File: src/rtl/product_bcd_converter_pkg.sv
// Shared constants and FSM encoding for the product-to-BCD readout converter.
package product_bcd_converter_pkg;

    localparam int WIDTH_DEF  = 16;
    localparam int DIGITS_DEF = 5;
    localparam int CNT_W      = $clog2(WIDTH_DEF + 1);

    typedef enum logic {
        IDLE  = 1'b0,
        SHIFT = 1'b1
    } state_t;

endpackage

File: src/rtl/product_bcd_converter_if.sv
// Multiplier-result capture and BCD readout signals between multiplier, converter and display.
interface product_bcd_converter_if
    import product_bcd_converter_pkg::*;
#(
    parameter int WIDTH  = WIDTH_DEF,
    parameter int DIGITS = DIGITS_DEF
);

    logic [WIDTH-1:0]    product;
    logic                sign;
    logic                done;
    logic [4*DIGITS-1:0] bcd_digits;
    logic                neg;
    logic                valid;
    logic                busy;

    modport master (
        output product, sign, done,
        input  bcd_digits, neg, valid, busy
    );

    modport slave (
        input  product, sign, done,
        output bcd_digits, neg, valid, busy
    );

endinterface

File: src/rtl/product_bcd_converter_bcd_digit_adjust.sv
// Double-dabble digit correction: add 3 to a BCD digit of 5 or more before the shift.
// Latency: combinational. Backpressure: none.
// No carry out; the caller guarantees the input is a valid BCD digit.
module product_bcd_converter_bcd_digit_adjust (
    input  logic [3:0] din,
    output logic [3:0] dout
);

    assign dout = (din >= 4'd5) ? din + 4'd3 : din;

endmodule

File: src/rtl/product_bcd_converter.sv
// Converts a captured sign-magnitude product to packed BCD, one double-dabble bit per cycle.
// Latency: valid pulses the cycle after the WIDTH-th shift edge (17 edges after start for WIDTH=16).
// Backpressure: none; done edges arriving while busy are dropped, not queued.
module product_bcd_converter
    import product_bcd_converter_pkg::*;
#(
    parameter int WIDTH  = WIDTH_DEF,
    parameter int DIGITS = DIGITS_DEF
) (
    input  logic                    clk,
    input  logic                    rst_n,
    product_bcd_converter_if.slave  bus
);

    localparam int BW = 4 * DIGITS;
    localparam int CW = (WIDTH == WIDTH_DEF) ? CNT_W : $clog2(WIDTH + 1);

    state_t          state_q;
    state_t          state_nxt;
    logic            done_d;
    logic            start;
    logic            load;
    logic            step;
    logic            finish;
    logic            last;
    logic [WIDTH-1:0] bin_q;
    logic [BW-1:0]   bcd_q;
    logic [BW-1:0]   bcd_adj;
    logic [BW-1:0]   bcd_shift;
    logic [CW-1:0]   cnt_q;
    logic            sign_q;
    logic [BW-1:0]   digits_q;
    logic            neg_q;
    logic            valid_q;

    assign start = bus.done && !done_d;
    assign last  = (cnt_q == CW'(WIDTH - 1));

    for (genvar g = 0; g < DIGITS; g++) begin : g_adj
        product_bcd_converter_bcd_digit_adjust u_adj (
            .din  (bcd_q[4*g +: 4]),
            .dout (bcd_adj[4*g +: 4])
        );
    end

    // Binary MSB shifts into BCD bit 0 after all digits have been corrected.
    assign bcd_shift = {bcd_adj[BW-2:0], bin_q[WIDTH-1]};

    always_comb begin
        state_nxt = state_q;
        load      = 1'b0;
        step      = 1'b0;
        finish    = 1'b0;
        case (state_q)
            IDLE: begin
                if (start) begin
                    load      = 1'b1;
                    state_nxt = SHIFT;
                end
            end
            SHIFT: begin
                step = 1'b1;
                if (last) begin
                    finish    = 1'b1;
                    state_nxt = IDLE;
                end
            end
            default: state_nxt = IDLE;
        endcase
    end

    always_ff @(posedge clk) begin
        if (!rst_n) begin
            state_q <= IDLE;
        end else begin
            state_q <= state_nxt;
        end
    end

    always_ff @(posedge clk) begin
        if (!rst_n) begin
            done_d   <= 1'b0;
            bin_q    <= '0;
            bcd_q    <= '0;
            cnt_q    <= '0;
            sign_q   <= 1'b0;
            digits_q <= '0;
            neg_q    <= 1'b0;
            valid_q  <= 1'b0;
        end else begin
            done_d  <= bus.done;
            valid_q <= finish;
            if (load) begin
                bin_q  <= bus.product;
                sign_q <= bus.sign;
                bcd_q  <= '0;
                cnt_q  <= '0;
            end else if (step) begin
                bin_q <= {bin_q[WIDTH-2:0], 1'b0};
                bcd_q <= bcd_shift;
                cnt_q <= cnt_q + CW'(1);
            end
            // A zero BCD result means a zero magnitude, so minus-zero is suppressed here.
            if (finish) begin
                digits_q <= bcd_shift;
                neg_q    <= sign_q && (bcd_shift != '0);
            end
        end
    end

    assign bus.bcd_digits = digits_q;
    assign bus.neg        = neg_q;
    assign bus.valid      = valid_q;
    assign bus.busy       = (state_q == SHIFT);

endmodule

File: src/flat_wrapper.sv
// flat-port wrapper written by rule: the top's interface ports become plain ports
module product_bcd_converter_flat import product_bcd_converter_pkg::*;
#(
    parameter int WIDTH  = WIDTH_DEF,
    parameter int DIGITS = DIGITS_DEF
)
  (clk, rst_n, bus_product, bus_sign, bus_done, bus_bcd_digits, bus_neg, bus_valid, bus_busy);
  product_bcd_converter_if #(.WIDTH(WIDTH), .DIGITS(DIGITS)) bus_i ();
  input  logic clk;
  input  logic rst_n;
  input wire logic [$bits(bus_i.product)-1:0] bus_product;
  input wire logic [$bits(bus_i.sign)-1:0] bus_sign;
  input wire logic [$bits(bus_i.done)-1:0] bus_done;
  output wire logic [$bits(bus_i.bcd_digits)-1:0] bus_bcd_digits;
  output wire logic [$bits(bus_i.neg)-1:0] bus_neg;
  output wire logic [$bits(bus_i.valid)-1:0] bus_valid;
  output wire logic [$bits(bus_i.busy)-1:0] bus_busy;
  assign bus_i.product = bus_product;
  assign bus_i.sign = bus_sign;
  assign bus_i.done = bus_done;
  assign bus_bcd_digits = bus_i.bcd_digits;
  assign bus_neg = bus_i.neg;
  assign bus_valid = bus_i.valid;
  assign bus_busy = bus_i.busy;
  product_bcd_converter #(.WIDTH(WIDTH), .DIGITS(DIGITS)) u_core (.clk(clk), .rst_n(rst_n), .bus(bus_i));
endmodule
File: config.mk
export PLATFORM = sky130hd
export DESIGN_NAME = product_bcd_converter_flat
export DESIGN_NICKNAME = d
export VERILOG_FILES = /design/src/rtl/product_bcd_converter_pkg.sv /design/src/rtl/product_bcd_converter_if.sv /design/src/rtl/product_bcd_converter_bcd_digit_adjust.sv /design/src/rtl/product_bcd_converter.sv /design/src/flat_wrapper.sv
export SDC_FILE = /design/constraint.sdc
export NUM_CORES = 1
export LEC_CHECK = 0
export ABC_CLOCK_PERIOD_IN_PS = 1500
export BUFFER_PORTS_ARGS = -buffer_cell sky130_fd_sc_hd__buf_2
export CORE_MARGIN = 10
export CORE_UTILIZATION = 35
export DETAILED_ROUTE_END_ITERATION = 10
export GPL_ROUTABILITY_DRIVEN = 0
export SLEW_MARGIN = 20
export SYNTH_ARGS = -nofsm -noshare
export SYNTH_HDL_FRONTEND = slang
export SYNTH_SLANG_ARGS = --single-unit
File: constraint.sdc
create_clock -name clk -period 1.5 [get_ports clk]
set_input_delay 0.225 -clock clk [delete_from_list [all_inputs] [get_ports clk]]
set_output_delay 0.225 -clock clk [all_outputs]
set_load 0.02 [all_outputs]
==> metrics.md <==
| Metric | Value |
|---|---|
| Clock sinks | `66` |
| Maximum Capacitance Violations | `0` |
| Die span in y | `approximately 120 um` |
| Register area share after synthesis | `0.413` |
| Synth Net Count | `roughly 390` |
| Worst-Margin Slew | `0.442 ns` |
| Clock Tree Buf Depth | `2` |
| Crit Path Class | `reg2reg` |
| Power Density | `slightly below 800 nW/um^2` |
| TritonCTS clock tree | `built` |
| Synth async-reset ratio | `0` |
| Final net count | `477` |
| Post-Synthesis Cell Area | `roughly 3200 sq um` |
| Total power | `3.58 mW` |
| Final period util | `1.14` |
| Gr usage total | `0.122` |
| Placed Area | `~3800 sq um` |
| Die Width | `roughly 120 um` |
| RR Startpoint | `u_core.bcd_q[13]` |
| Failing checks | `negative setup slack` |
| CTS clk-pin slew, worst paths | `0.08 ns` |
| Final Instance Area | `4500 sq um` |
| DRC | `0` |
| Via density | `about 5.0` |
| Final Hold Fails | `0` |
| Number of synthesized register bits | `66` |
| Final min period | `about 1.7 ns` |
| Worst vdd ir | `between 0.0005 and 0.0006 V` |
| Dpl cells | `530` |
| Number of port buffers | `42` |
| Synth warnings | `0` |
| Fraction of layout cells with a size suffix above 1 | `0.411` |
| CP endpoint | `u_core.bus.neg` |
| Post-route ant nets | `0` |
| RSZ-0062 raised after global routing | `true` |
| FF-to-FF setup slack | `-0.20 ns` |
| First-pass GRT wire length | `approximately 13000 um` |
| DR iter-0 viols | `160` |
| Crit path max fanout | `3` |
| Primary FF master, synth | `dfxtp_1` |
| Setup violators final | `4` |
| Req. time, crit path | `1.72 ns` |
| Data arrival, critical path | `about 1.9 ns` |
| I/O pin cnt | `43` |
| Largest net degree at the start of global routing | `34` |
| Core area | `between 8000 and 9000 sq um` |
| Reg2Reg Depth | `7` |
| Commonest non-fill, non-tap cell in the layout | `dfxtp_1` |
| Initial antenna violation count | `0` |
| GRT Residual Overflow | `0` |
| Fillers | `approximately 800` |
| Worst Setup End Kind | `register` |
| Row cnt | `34` |
| Avg Synthesized Cell Area | `8.86 sq um` |
| P_leak | `around 2 nW` |
| Worst Hold Class | `in2reg` |
| Num CTS Buffers | `9` |
| Initial Utilization | `0.363` |
| Finished Layout Cells | `558` |
| Cts hold-fix bufs | `0` |
| Highest-count cells in the layout ignoring fill and taps | `dfxtp_1 (53), nand2_1 (46), buf_2 (42)` |
| Outcome | `complete, but fails checks` |
| DRT Pass-1 Iters | `4` |
| Die area | `~13000 sq um` |
| Vias in the first global route | `between 2000 and 3000` |
| Relative slew slack | `0.705` |
| Crit path launch type | `register` |
| Via Count | `roughly 2800` |
| Drt wl/cell | `between 15 and 20 um` |
| Total Routed Length | `~8600 um` |
| RR Endpoint | `u_core.bus.neg` |
| CP Launch Point | `u_core.bcd_q[13]` |
| Distinct cells, synth | `37` |
| CTS HTree Levels | `3` |
| Skew-Pair Late Insertion Delay | `0.35 ns` |
| Worst Skew | `around 0.010 ns` |
| Number of synthesized flops with an enable pin | `0` |
| Pins Over Slew Limit | `0` |
| Slack of the critical path | `-0.204 ns` |
| Root Driver | `clkbuf_8` |
| Area Overhead vs Synth | `40.8%` |
| Post-Syn Instances | `between 300 and 400` |
| N_diodes | `0` |
| Setup tns final | `-0.326 ns` |
| Highest clock rate | `slightly below 600 MHz` |
| HPWL Detailed | `5260 um` |
## sequential cells by signal, indices dropped and copies added, names as in the netlist
signal                 cells
u_core.bus.bcd_digits     20
u_core.cnt_q               5
u_core.bcd_q              20
u_core.sign_q              1
u_core.bus.neg             1
u_core.bus.busy            1
u_core.done_d              1
u_core.bus.valid           1
u_core.bin_q              16
## per-stage QoR
| stage | util | hold slack, ns | setup slack, ns |
|---|---|---|---|
| 6_report | 0.512 | 0.0957 | -0.204 |
| 4_1_cts | 0.477 | 0.0925 | -0.165 |
| 3_5_place_dp | 0.434 | 0.453 | -0.295 |
| 3_3_place_gp | 0.434 | 0.451 | -0.218 |
| 2_1_floorplan | - | 0.347 | -0.123 |
| 5_1_grt | 0.512 | 0.0962 | -0.280 |
## worst min-delay path by stage
stage	startpoint	cells past startpoint	slack, ns	endpoint
floorplan	bus_done	1	0.35	u_core.done_d
global placement	u_core.bus.bcd_digits[18]	2	0.45	u_core.bus.bcd_digits[18]
detailed placement	u_core.bus.bcd_digits[10]	2	0.45	u_core.bus.bcd_digits[10]
CTS	bus_done	2	0.09	u_core.done_d
global route	bus_done	2	0.1	u_core.done_d
finish	bus_done	2	0.1	u_core.done_d
## layer usage
layer / up-vias / part of all wire / global-route usage
met2: 65 / 0.47 / 0.199
met3: 8 / 0.062 / 0.0429
li1: 1416 / - / -
met1: 1315 / 0.46 / 0.148
met5: - / 0 / 0
met4: 0 / 0.012 / 0.0367
## cell usage after synthesis, drive strengths merged (11+ instances only)
master / count / area share
dfxtp: 66 / 0.41
nand2: 53 / 0.062
mux2i: 34 / 0.11
nor2: 28 / 0.034
o21ai: 26 / 0.041
and2: 21 / 0.042
a21oi: 13 / 0.020
a21boi: 12 / 0.028
ha: 12 / 0.047
inv: 11 / 0.013
## critical path, cell delays in order (launching register included)
cell and delay, ns:
dfxtp_2 0.34, inv_2 0.07, ha_1 0.19, nand2b_4 0.15, a2111oi_2 0.29, a31oi_1 0.10
nor4_2 0.32, a31oi_1 0.11
## report_power, final
part	switching (mW)	internal [mW]
Clock	0.688	0.594
Combinational	0.226	0.235
Sequential	0.0386	1.80
Total	0.953	2.63
## logic make-up after synthesis
family                     synth area share
AOI/OAI and AO/OA                     0.175
xor gates and xnor gates             0.0192
adders and majority gates            0.0469
buffers and inverters                0.0415
DFF                                   0.413
muxes                                 0.106
and+or+nand+nor                       0.198
## timing repair
action,4_1_cts,5_1_grt
endpoints found under the hold margin,0,0
cloned,0,4
setup buffers,3,5
setup endpoints to repair,29,34
pin swaps,15,13
resized for setup,42,65
## cell type report
type,count,area (sq um),area share
multi-input combinational,267,2190,0.486
clock buffer,11,131,0.0292
clock inverter,5,31.3,0.00694
inverter,11,48.8,0.0108
tap,108,135,0.0300
sequential,66,1350,0.299
timing repair buffer,90,626,0.139
No activity file was read; power rests on OpenSTA's default activity.
